<file path="src/rtl/d_branch_predict_cmp.sv">
// d_branch_predict_cmp
//   D-stage branch resolver with a 2-bit saturating-counter branch history
//   table (BHT). F reads a direction prediction combinationally, and D
//   resolves the branch in the same cycle. A real branch trains its counter
//   at the rising clock edge. A mispredict is flagged so that fetch can be
//   redirected.
//
// Optional feature: define BP_STATS_EN to add the saturating statistics
//   outputs stat_branches / stat_mispred.
//
// Ports:
//   clk           rising-edge clock
//   reset         asynchronous active-low reset; every counter returns to 01
//   f_pc          F-stage PC used for the lookup
//   f_pred_taken  prediction for f_pc (counter MSB, combinational)
//   d_valid       D holds a live, non-stalled branch
//   d_pc          PC of the D-stage branch (selects the entry to update)
//   d_b_type      0 none, 1 beq, 2 bne, 3 blez, 4 bgtz, 5 bltz, 6 bgez, 7 rsvd
//   d_in1, d_in2  forwarded rs / rt operands
//   d_pred_taken  prediction carried down from F with this branch
//   brjump        branch resolved taken
//   mispredict    resolved direction differs from d_pred_taken
//   stat_branches cycles with a real branch   (BP_STATS_EN only)
//   stat_mispred  cycles with mispredict = 1  (BP_STATS_EN only)
module d_branch_predict_cmp #(
  parameter int unsigned DATA_W    = 32,
  parameter int unsigned BHT_DEPTH = 64,
  parameter int unsigned IDX_LSB   = 2
) (
  input  logic              clk,
  input  logic              reset,
  input  logic [31:0]       f_pc,
  output logic              f_pred_taken,
  input  logic              d_valid,
  input  logic [31:0]       d_pc,
  input  logic [2:0]        d_b_type,
  input  logic [DATA_W-1:0] d_in1,
  input  logic [DATA_W-1:0] d_in2,
  input  logic              d_pred_taken,
  output logic              brjump,
  output logic              mispredict
`ifdef BP_STATS_EN
  ,
  output logic [31:0]       stat_branches,
  output logic [31:0]       stat_mispred
`endif
);

  localparam int unsigned IDXW = $clog2(BHT_DEPTH);

  typedef enum logic [2:0] {
    BR_NONE = 3'd0,
    BR_BEQ  = 3'd1,
    BR_BNE  = 3'd2,
    BR_BLEZ = 3'd3,
    BR_BGTZ = 3'd4,
    BR_BLTZ = 3'd5,
    BR_BGEZ = 3'd6,
    BR_RSVD = 3'd7
  } br_t;

  logic [1:0]      bht [BHT_DEPTH];
  logic [IDXW-1:0] lidx;
  logic [IDXW-1:0] uidx;
  logic            real_br;
  logic            result;
  logic            neg;
  logic            zero;

  // The PC bits outside the index window are intentionally ignored.
  logic unused_pc_bits;
  assign unused_pc_bits = ^{f_pc, d_pc};

  assign lidx = f_pc[IDX_LSB +: IDXW];
  assign uidx = d_pc[IDX_LSB +: IDXW];

  // Every counter is 01 while reset is low, so this gating only makes the
  // reset value explicit.
  assign f_pred_taken = reset & bht[lidx][1];

  assign neg  = d_in1[DATA_W-1];
  assign zero = (d_in1 == '0);

  always_comb begin
    real_br = 1'b0;
    result  = 1'b0;
    case (br_t'(d_b_type))
      BR_BEQ:  begin real_br = d_valid; result = (d_in1 == d_in2); end
      BR_BNE:  begin real_br = d_valid; result = (d_in1 != d_in2); end
      BR_BLEZ: begin real_br = d_valid; result = neg | zero;       end
      BR_BGTZ: begin real_br = d_valid; result = ~neg & ~zero;     end
      BR_BLTZ: begin real_br = d_valid; result = neg;              end
      BR_BGEZ: begin real_br = d_valid; result = ~neg;             end
      default: begin real_br = 1'b0;    result = 1'b0;             end
    endcase
  end

  assign brjump     = real_br & result;
  assign mispredict = real_br & (brjump != d_pred_taken);

  // No write-to-read bypass: the lookup sees the pre-update value.
  always_ff @(posedge clk or negedge reset) begin
    if (!reset) begin
      for (int unsigned i = 0; i < BHT_DEPTH; i++) begin
        bht[i] <= 2'b01;
      end
    end else if (real_br) begin
      if (brjump) begin
        if (bht[uidx] != 2'b11) bht[uidx] <= bht[uidx] + 2'b01;
      end else begin
        if (bht[uidx] != 2'b00) bht[uidx] <= bht[uidx] - 2'b01;
      end
    end
  end

`ifdef BP_STATS_EN
  always_ff @(posedge clk or negedge reset) begin
    if (!reset) begin
      stat_branches <= '0;
      stat_mispred  <= '0;
    end else begin
      if (real_br && (stat_branches != '1)) stat_branches <= stat_branches + 32'd1;
      if (mispredict && (stat_mispred != '1)) stat_mispred <= stat_mispred + 32'd1;
    end
  end
`endif

endmodule

</file>
<file path="config.mk">
export PLATFORM = sky130hd
export DESIGN_NAME = d_branch_predict_cmp
export DESIGN_NICKNAME = d
export VERILOG_FILES = /design/src/rtl/d_branch_predict_cmp.sv
export SDC_FILE = /design/constraint.sdc
export NUM_CORES = 1
export LEC_CHECK = 0
export ABC_CLOCK_PERIOD_IN_PS = 5400
export BUFFER_PORTS_ARGS = -buffer_cell sky130_fd_sc_hd__buf_2
export CAP_MARGIN = 25
export CORE_UTILIZATION = 29
export CTS_CLUSTER_DIAMETER = 30
export DETAILED_ROUTE_END_ITERATION = 8
export MAX_ROUTING_LAYER = met4
export SETUP_SLACK_MARGIN = 0.15
export SYNTH_ARGS = -nofsm -noshare
export SYNTH_HDL_FRONTEND = slang
export SYNTH_SLANG_ARGS = --single-unit
</file>
<file path="constraint.sdc">
create_clock -name clk -period 5.4 [get_ports clk]
set_clock_uncertainty 0.05 [all_clocks]
set_input_delay 0.54 -clock clk [delete_from_list [all_inputs] [get_ports clk]]
set_output_delay 0.54 -clock clk [all_outputs]
set_load 0.02 [all_outputs]
</file>
==> out/metrics.csv, run 1 <==
stage,metric,value,unit
synth,synth_cell_type_count,50,
grt,grt_antenna_before_repair,2,
timing,fmax,234,MHz
setup_path,cp_max_fo,64,
pwr,power.density,314,nW/µm²
setup_path,rr_worst_depth,10,
clocking,cts_tree,done,
grt,grt_pass1_wl,38500,µm
pwr,p_leak,0.00390,µW
clocking,cts_sinks,128,
place,dpl-instance-area,9180,µm²
setup_path,required,5.66,ns
floorplanning,die_h,174,µm
clocking,numCtsBuffers,17,
synth,synth.area.top_cells,"dfstp_2, dfrtp_1, mux2_2, nor4_1, mux2i_1",
floorplanning,io_pins,138,
clocking,clkSlewWorstSetupHoldPaths,0.06,ns
grt,grt_use_total,17.0,%
timing,rsz0062_at_grt,false,
synth,synth_top_area_share,19.7,%
place,portBuffers,85,
floorplanning,die_w,174,µm
finish,synthToLayoutAreaGrowth,14.2,%
clocking,holdBufCountCts,0,
floorplanning,initial_utilization,29.6,%
synth,synth_area,8540,µm²
synth,syn_inst,761,
place,place_congestion,0.803,
timing,slew_viol_final,0,
timing,relSlewSlack,33.8,%
timing,setup_viol,0,
setup_path,end_kind,flip-flop,
clocking,postCtsSetupBuffers,0,
min_path,hp-class,in -> async,
synth,synth_edf_count,0,
synth,synth.most_common_cell,nor4_1,
grt,grt_max_degree,85,
job,drv_cap,0,
setup_path,arrival,4.54,ns
routing,viasPerCell,5.77,
setup_path,cp-start-kind,input pin,
synth,yosysTopAreaCell,dfstp_2,
routing,routedWlPerCell,20.5,µm
synth,synth_commonest_cells,"nor4_1, mux2_2, dfrtp_1, dfstp_2, mux2i_1",
timing,timing.final.crit_period,4.28,ns
routing,ant_nets,0,
synth,yosysWarnings,0,
timing,hold_viol,0,
timing,post-route-period-util,79.3,%
finish,nets,930,
place,dpl.hpwl,15200,µm
floorplanning,die_area,30100,µm²
clocking,clk_latency,0.43,ns
finish,fin_util,33.8,%
synth,syn_nets,898,
clocking,root_buffer,clkbuf_16,
floorplanning,placeableCoreArea,28900,µm²
setup_path,critPathKind,in -> reg,
run_status,status,finished clean,
pwr,p_total,3060,µW
routing,wl,24500,µm
synth,synth_seq_cells,128,
synth,ys_async_sr_fraction,100,%
timing,fin_setup_tns,0,ns
synth,synth_seq_area_share,38.5,%
clocking,clockBufferDepth,2,
finish,drive_above_1_share,42.7,%
clocking,cts.htree.levels,4,
routing,first_iter_violations,607,
synth,synth_area_per_cell,11.2,µm²
pwr,irDropWorstVdd,164,µV
routing,firstDrtPassIters,5,
grt,grt.overflow.total,0,
floorplanning,rows,62,
clocking,cts-resized-gates,0,
synth,synth_ff_type,dfstp_2,
grt,grt_pass1_vias,6653,
finish,finalInstanceArea,9750,µm²
timing,tightest_slew,0.989,ns
routing,drc_errors,0,
routing,vias,6870,
-- layer usage --
metal,track usage [%],wire length [µm]
met5,-,0
met4,7.57,776
met3,2.98,1680
met2,24.9,11100
met1,22.9,10900
-- stage by stage --
stage                     instances  hold slack (ns)  setup slack (ns)
after floorplan                 761            0.194              1.70
after global placement         1157            0.455             0.793
after detailed placement       1157            0.463             0.757
after CTS                      1188            0.213              1.20
after global routing           1191            0.255             0.873
final                          1191            0.184              1.12
-- path summary, 6_finish.rpt --
kind,slack (ns),startpoint,end
max,1.12,d_pc[2],bht[89]
min,0.18,reset,bht[29]
max reg2reg,1.58,bht[11],bht[33]
min reg2reg,0.48,bht[79],bht[79]
max in group asynchronous,3.75,reset,bht[109]
min in group clk,0.48,bht[79],bht[79]
-- report_power, final --
part	leakage [µW]	switching [µW]	internal [µW]	total, µW
registers	0.00153	110	1170	1280
clock network	0.000267	417	663	1080
logic	0.00210	400	302	702
-- critical path: stages --
cell and delay (ns):
buf_2 0.18, nand2_1 0.10, or2_1 0.65, o22ai_1 0.16, nor4_1 0.57, o22ai_1 0.17
or4_4 0.64, ha_2 0.20, buf_4 0.35, nor4_1 0.40, mux2i_1 0.17, mux2_1 0.35
-- final cells by class --
type | count | area (µm²)
multi-input cells | 536 | 4780
clock inverters | 6 | 57.6
diodes | 2 | 5.00
flip-flops and latches | 128 | 3280
repair buffers | 106 | 643
well taps | 384 | 480
inverters | 4 | 15.0
clock buffers | 25 | 485
fillers | 2926 | 19100
-- logic make-up after synthesis --
logic type | after synthesis | synth area share [%]
muxes | 213 | 29.9
adders and majority gates | 2 | 0.293
DFF | 128 | 38.5
and+or+nand+nor | 207 | 15.0
buffers and inverters | 97 | 5.95
xor gates and xnor gates | 34 | 3.58
AOI/OAI and AO/OA | 80 | 6.79
-- cell usage in the layout, fill, tap and decap left out, types with 2 or more instances in the layout --
cell type / synthesis / routed
mux2_2: 111 / 111
inv_1: 4 / 4
and3_1: 5 / 5
a41o_1: 4 / 4
nand2_1: 10 / 10
a22o_1: 4 / 4
nand3b_1: 3 / 3
buf_12: 0 / 3
diode_2: 0 / 2
buf_2: 5 / 84
dfrtp_1: 64 / 64
o22ai_1: 35 / 35
clkbuf_8: 0 / 3
nand4_1: 2 / 2
ha_2: 0 / 2
dfstp_2: 64 / 64
nor2_1: 10 / 9
and2_1: 3 / 3
clkinv_2: 0 / 4
nand2_2: 2 / 2
mux4_2: 21 / 21
nor3_1: 2 / 2
o21ai_0: 2 / 2
a221oi_1: 4 / 4
nand3_1: 4 / 3
mux2_1: 17 / 17
buf_4: 8 / 18
mux2i_1: 64 / 64
xor2_1: 32 / 32
a22oi_1: 24 / 24
clkbuf_1: 61 / 5
or3_1: 3 / 3
nor4_1: 152 / 152
or3b_2: 3 / 3
clkbuf_16: 0 / 17
No activity file was read; power rests on OpenSTA's default activity.
==> run 2, diff against run 1 <==
Settings changed: ABC_CLOCK_PERIOD_IN_PS 5400 to 4050.
Clock period 5.4 ns to 4.05 ns, I/O delays scaled along.
==> run 2 against run 1 <==
Compared with the run above:
- combinational power grew 40%
- hold slack improved by 0.29 ns
- clock power increased by 44%
- critical endpoint is now bht[39]
- utilization is 1.1 points higher
- critical path type unchanged
==> out/metrics.csv, run 2 (synthesis results as in run 1) <==
stage,metric,value,unit
floorplanning,placeableCoreArea,28900,µm²
pwr,power.switching,1250,µW
setup_path,end_kind,flip-flop,
setup_path,cp-start-kind,input pin,
setup_path,crit_family,simple AND/OR/NAND/NOR gates,
finish,fin_util,34.9,%
place,place_congestion,0.871,
setup_path,cpPeakStageDelay,0.59,ns
routing,viasPerCell,5.71,
routing,wl,24600,µm
timing,setup_viol,0,
setup_path,crit_buf_inv,3,
pwr,swShare,29.4,%
finish,synthToLayoutAreaGrowth,18.0,%
routing,drc_errors,0,
min_path,worstHoldPathCells,1,
grt,grt_use_total,17.1,%
setup_path,crit_slowest_cell,or4_4,
timing,fmax,287,MHz
job,drv_cap,0,
min_path,hp-class,reg -> reg,
grt,grt_antenna_before_repair,0,
routing,first_iter_violations,602,
grt,grt_max_degree,65,
grt,grt.overflow.total,0,
clocking,clkSlewWorstSetupHoldPaths,0.05,ns
place,portBuffers,85,
setup_path,worst_r2r_endpoint,bht[39],
finish,layout_commonest_cell,nor4_1,
min_path,hold_path_end,bht[35],
routing,vias,6943,
routing,routedWlPerCell,20.2,µm
routing,firstDrtPassIters,5,
clocking,cts.htree.levels,4,
clocking,numCtsBuffers,17,
finish,regArea,3280,µm²
timing,hold_viol,0,
clocking,clk_latency,0.42,ns
pwr,clockPowerShare,36.7,%
finish,n_antenna_cell,0,
pwr,p_leak,0.00408,µW
floorplanning,die_w,174,µm
grt,grt_pass1_wl,39500,µm
finish,drive_above_1_share,44.4,%
clocking,cts_sinks,128,
timing,holdWs,0.478,ns
setup_path,rrSetupSlack,0.79,ns
clocking,root_buffer,clkbuf_16,
finish,final_cell_mix,"nor4_1, mux2_2, buf_2",
pwr,power.density,423,nW/µm²
setup_path,rr_worst_depth,12,
clocking,clockBufferDepth,2,
min_path,worstHoldStart,bht[35],
pwr,internal_power,3010,µW
timing,rsz0062_at_grt,false,
timing,timing.final.crit_period,3.49,ns
floorplanning,rows,62,
floorplanning,die_area,30100,µm²
setup_path,arrival,3.74,ns
setup_path,critPathKind,in -> reg,
timing,tightest_slew,0.766,ns
floorplanning,die_h,174,µm
pwr,pwr-share-seq,40.3,%
pwr,comb_power_share,23.0,%
setup_path,required,4.30,ns
finish,multi_input_area,4780,µm²
timing,fin_setup_tns,0,ns
finish,fill_cells,2873,
finish,nets,955,
timing,relSlewSlack,48.9,%
pwr,irDropWorstVdd,374,µV
grt,grt_pass1_vias,6888,
timing,post-route-period-util,86.1,%
timing,slew_viol_final,0,
floorplanning,io_pins,138,
setup_path,cp_max_fo,46,
place,dpl.hpwl,15900,µm
clocking,cts_tree,done,
floorplanning,initial_utilization,29.6,%
setup_path,cp_cell_sequence,buf_2 -> nor2_1 -> nand2_2 -> o22ai_1 -> nor4_1 -> o22ai_1 -> or4_4 -> inv_1 -> ha_2 -> buf_12 -> nor4_1 -> mux2i_1 -> mux2_1,
routing,ant_nets,0,
run_status,status,finished clean,
[run 2: cell type report]
cell class,count,share of cell area [%]
inverter,4,0.149
clock inverter,4,0.720
clock buffer,28,5.23
timing repair buffer,131,9.07
tap,384,4.77
sequential,128,32.6
multi-input combinational,536,47.5
[run 2: per-stage QoR]
stage	total power (µW)	area, µm²	instances	worst slack [ns]
final	4260	10100	1215	0.563
after global routing	4430	10100	1215	0.399
after CTS	4280	10100	1215	0.611
after detailed placement	2710	9460	1182	0.190
after global placement	2690	9460	1182	0.204
after floorplan	2330	8540	761	0.488
[run 2: metal layers]
metal / up-vias / routed length, µm / GRT usage, %
met4: 0 / 554 / 5.70
met5: - / 0 / -
met1: 3487 / 11000 / 22.6
met3: 47 / 1470 / 2.96
li1: 3145 / - / -
met2: 264 / 11600 / 26.6
[run 2: how the worst max path moves through the flow]
stage | startpoint | endpoint | depth (start not counted)
after CTS | d_pc[2] | bht[39] | 13
after global routing | d_pc[2] | bht[113] | 13
after detailed placement | d_pc[2] | bht[31] | 13
final | d_pc[2] | bht[39] | 13
after global placement | d_pc[2] | bht[63] | 13
after floorplan | d_pc[4] | bht[31] | 16
[run 2: power groups by stage]
stage	combinational (µW)	sequential (µW)	clock (µW)
after CTS	985	1710	1590
final	980	1720	1560
after global routing	1060	1740	1630
after floorplan	663	1670	0
after detailed placement	983	1730	0
after global placement	968	1720	0
[run 2: worst reg2reg max path, delay by kind of cell, from the launching register on]
family	cells	cell delay, ns
DFF	1	0.53
adders and majority gates	1	0.20
AOI/OAI and AO/OA	3	0.34
muxes	2	0.67
and+or+nand+nor	3	0.88
buffers and inverters	3	0.47
[run 2: what timing repair did]
action | 4_1_cts | 5_1_grt
hold endpoints to repair | 21 | 0
setup buffers | 0 | 0
setup endpoints to repair | 0 | 0
hold buffers | 1 | 0
resized for setup | 0 | 0
==> run 3, diff against run 2 <==
Settings changed: PLACE_DENSITY set to 0.45.
==> run 3 against run 2 <==
Compared with the run above:
- the run now fails in 5_2_route
- synthesized cell count stayed put
- synthesized area stayed put
- global-route usage up 1.5 points
==> out/metrics.csv, run 3 <==
stage,metric,value,unit
place,place_congestion,0.822,
synth,yosysWarnings,0,
grt,grt_pass1_vias,6761,
grt,grt.overflow.total,0,
clocking,numCtsBuffers,17,
clocking,cts_sinks,128,
synth,synth.area.top_cells,"dfstp_2, dfrtp_1, mux2_2, nor4_1, mux2i_1",
synth,syn_nets,898,
grt,grt_pass1_wl,42000,µm
floorplanning,die_w,174,µm
clocking,cts.htree.levels,4,
floorplanning,die_h,174,µm
place,portBuffers,85,
clocking,clockBufferDepth,2,
clocking,holdBufCountCts,0,
run_status,status,aborted with a tool error,
synth,yosysTopAreaCell,dfstp_2,
synth,syn_inst,761,
floorplanning,initial_utilization,29.6,%
synth,synth_edf_count,0,
synth,synth.most_common_cell,nor4_1,
place,dpl.hpwl,17900,µm
place,dp.cells,1198,
floorplanning,io_pins,138,
clocking,root_buffer,clkbuf_16,
clocking,cts-resized-gates,0,
synth,synth_area,8540,µm²
floorplanning,rows,62,
synth,synth_seq_cells,128,
clocking,postCtsSetupBuffers,0,
run_status,stop_error,[ERROR DRT-0255] Maze Route cannot find path of net clk in worker of routeBox ( 144900 0 ) ( 173575 48300 ).,
synth,ys_async_sr_fraction,100,%
synth,synth_ff_type,dfstp_2,
synth,synth_area_per_cell,11.2,µm²
grt,grt_max_degree,86,
synth,synth_seq_area_share,38.5,%
grt,grt_use_total,18.6,%
synth,synth_top_area_share,19.7,%
grt,grt_antenna_before_repair,0,
synth,synth_cell_type_count,50,
run_status,stop_stage,5_2_route,
synth,synth_commonest_cells,"nor4_1, mux2_2, dfrtp_1, dfstp_2, mux2i_1",
==> run 3: cell counts after synthesis <==
No cell type changed its count.
==> run 3: logic make-up after synthesis <==
family	synth area share, %
AOI/OAI and AO/OA	6.79
xor gates and xnor gates	3.58
adders and majority gates	0.293
buffers and inverters	5.95
DFF	38.5
muxes	29.9
and+or+nand+nor	15.0
==> run 3: stage by stage <==
| step | utilization [%] | setup WS [ns] | cell area, µm² |
|---|---|---|---|
| floorplan | - | 0.488 | 8540 |
| global placement | 33.3 | 0.172 | 9610 |
| detailed placement | 33.3 | 0.173 | 9610 |
| CTS | 35.4 | 0.590 | 10200 |
| global route | 35.4 | 0.309 | 10200 |
==> run 3: layer usage <==
metal	GRT usage [%]
met5	-
met4	5.01
met1	25.7
met2	28.3
met3	2.96
==> run 4, diff against run 3 <==
Settings changed: CORE_UTILIZATION 29 to 20, CTS_CLUSTER_DIAMETER 30 to unset, MAX_ROUTING_LAYER met4 to unset, PLACE_DENSITY 0.45 to unset, PLACE_DENSITY_LB_ADDON set to 0.15, SETUP_SLACK_MARGIN 0.15 to unset.
==> run 4 against run 3 <==
Compared with the run above:
- the flow now finishes without violations
- global-route usage down 4.5 points
==> out/metrics.csv, run 4 (synthesis results as in run 1) <==
stage,metric,value,unit
pwr,irDropWorstVdd,248,µV
timing,rsz0062_at_grt,false,
floorplanning,placeableCoreArea,42000,µm²
routing,vias,6952,
setup_path,required,4.31,ns
pwr,pwr-share-seq,39.0,%
pwr,p_total,4440,µW
routing,viasPerCell,4.93,
pwr,comb_power_share,24.4,%
floorplanning,die_area,43500,µm²
setup_path,arrival,3.88,ns
setup_path,cp-start-kind,input pin,
timing,slew_viol_final,0,
timing,tightest_slew,0.725,ns
pwr,swShare,31.2,%
grt,grt.overflow.total,0,
timing,relSlewSlack,51.7,%
timing,setup_viol,0,
routing,ant_nets,0,
place,dpl.hpwl,20700,µm
finish,final_cell_mix,"nor4_1, mux2_2, buf_2, buf_4",
setup_path,cp_max_fo,19,
floorplanning,initial_utilization,20.3,%
setup_path,worstSetupStartpoint,d_pc[4],
finish,layout_commonest_cell,nor4_1,
finish,multi_input_area,4780,µm²
timing,timing.final.crit_period,3.62,ns
grt,grt_pass1_wl,45900,µm
floorplanning,die_h,209,µm
clocking,cts-resized-gates,0,
finish,synthToLayoutAreaGrowth,24.2,%
routing,wl,30000,µm
clocking,clockBufferDepth,2,
timing,holdWs,0.474,ns
run_status,status,finished clean,
finish,nets,994,
clocking,root_buffer,clkbuf_16,
grt,grt_use_total,14.1,%
finish,regArea,3280,µm²
routing,drc_errors,0,
pwr,internal_power,3060,µW
timing,hold_viol,0,
grt,grt_antenna_before_repair,0,
clocking,holdBufCountCts,1,
grt,grt_pass1_vias,7085,
floorplanning,io_pins,138,
place,place_congestion,0.787,
clocking,numCtsBuffers,17,
setup_path,end_kind,flip-flop,
routing,first_iter_violations,368,
pwr,clockPowerShare,36.6,%
timing,post-route-period-util,89.4,%
place,dp.cells,1376,
finish,n_antenna_cell,0,
clocking,clk_latency,0.43,ns
setup_path,crit_end,bht[35],
grt,grt_max_degree,76,
pwr,power.density,419,nW/µm²
setup_path,worst_r2r_endpoint,bht[35],
setup_path,rrSetupSlack,0.65,ns
setup_path,rr_worst_depth,11,
setup_path,critPathKind,in -> reg,
finish,fin_cells,1409,
finish,drive_above_1_share,47.4,%
timing,fmax,276,MHz
min_path,hp-class,reg -> reg,
pwr,power.switching,1380,µW
finish,fin_util,25.2,%
floorplanning,die_w,209,µm
place,portBuffers,85,
clocking,cts.htree.levels,4,
routing,firstDrtPassIters,5,
routing,routedWlPerCell,21.3,µm
finish,fill_cells,4466,
clocking,clkSlewWorstSetupHoldPaths,0.06,ns
job,drv_cap,0,
clocking,postCtsSetupBuffers,0,
clocking,cts_tree,done,
pwr,p_leak,0.00428,µW
clocking,cts_sinks,128,
floorplanning,rows,75,
==> run 4: layer usage <==
metal,wire [µm],part of all wire [%],GRT usage [%]
met5,0,0,0
met4,451,1.5,3.75
met3,1210,4.0,2.09
met2,14300,48,23.3
met1,14100,47,19.3
==> run 4: power by group through the flow <==
stage	Combinational (µW)	Sequential, µW	Clock [µW]
final	1080	1730	1630
after global routing	1170	1760	1740
after CTS	1100	1730	1680
after detailed placement	1090	1750	0
after global placement	1090	1750	0
after floorplan	663	1670	0
==> run 4: critical path: stages <==
cell and delay, ns:
buf_2 0.13, nand2_1 0.08, or2_2 0.34, buf_4 0.22
o22ai_1 0.10, nor4_1 0.40, buf_4 0.19, o22ai_1 0.07
or4_4 0.60, inv_1 0.08, ha_2 0.21, buf_4 0.28
nor4_1 0.10, mux2i_1 0.31, mux2_1 0.35
==> run 4: final cells by class <==
type                    instances  area share, %
inverters                       4          0.142
repair buffers                170           11.6
multi-input cells             536           45.1
clock buffers                  20           4.31
flip-flops and latches        128           31.0
clock inverters                12           1.52
well taps                     539           6.36
==> run 4: worst min-delay path by stage <==
stage / cells after the start / from / slack [ns] / end
floorplan: 0 / reset / 0.06 / bht[101]
global placement: 1 / reset / 0.45 / bht[89]
detailed placement: 1 / reset / 0.45 / bht[89]
CTS: 1 / bht[37] / 0.48 / bht[37]
global route: 1 / bht[35] / 0.50 / bht[35]
finish: 1 / bht[35] / 0.47 / bht[35]
==> run 4: metrics by stage <==
stage	area [µm²]	TNS (ns)	worst slack, ns
6_report	10600	0	0.430
5_1_grt	10600	0	0.262
4_1_cts	10600	0	0.418
3_5_place_dp	9980	-0.128	-0.0362
3_3_place_gp	9970	-0.0606	-0.0219
2_1_floorplan	8540	0	0.488
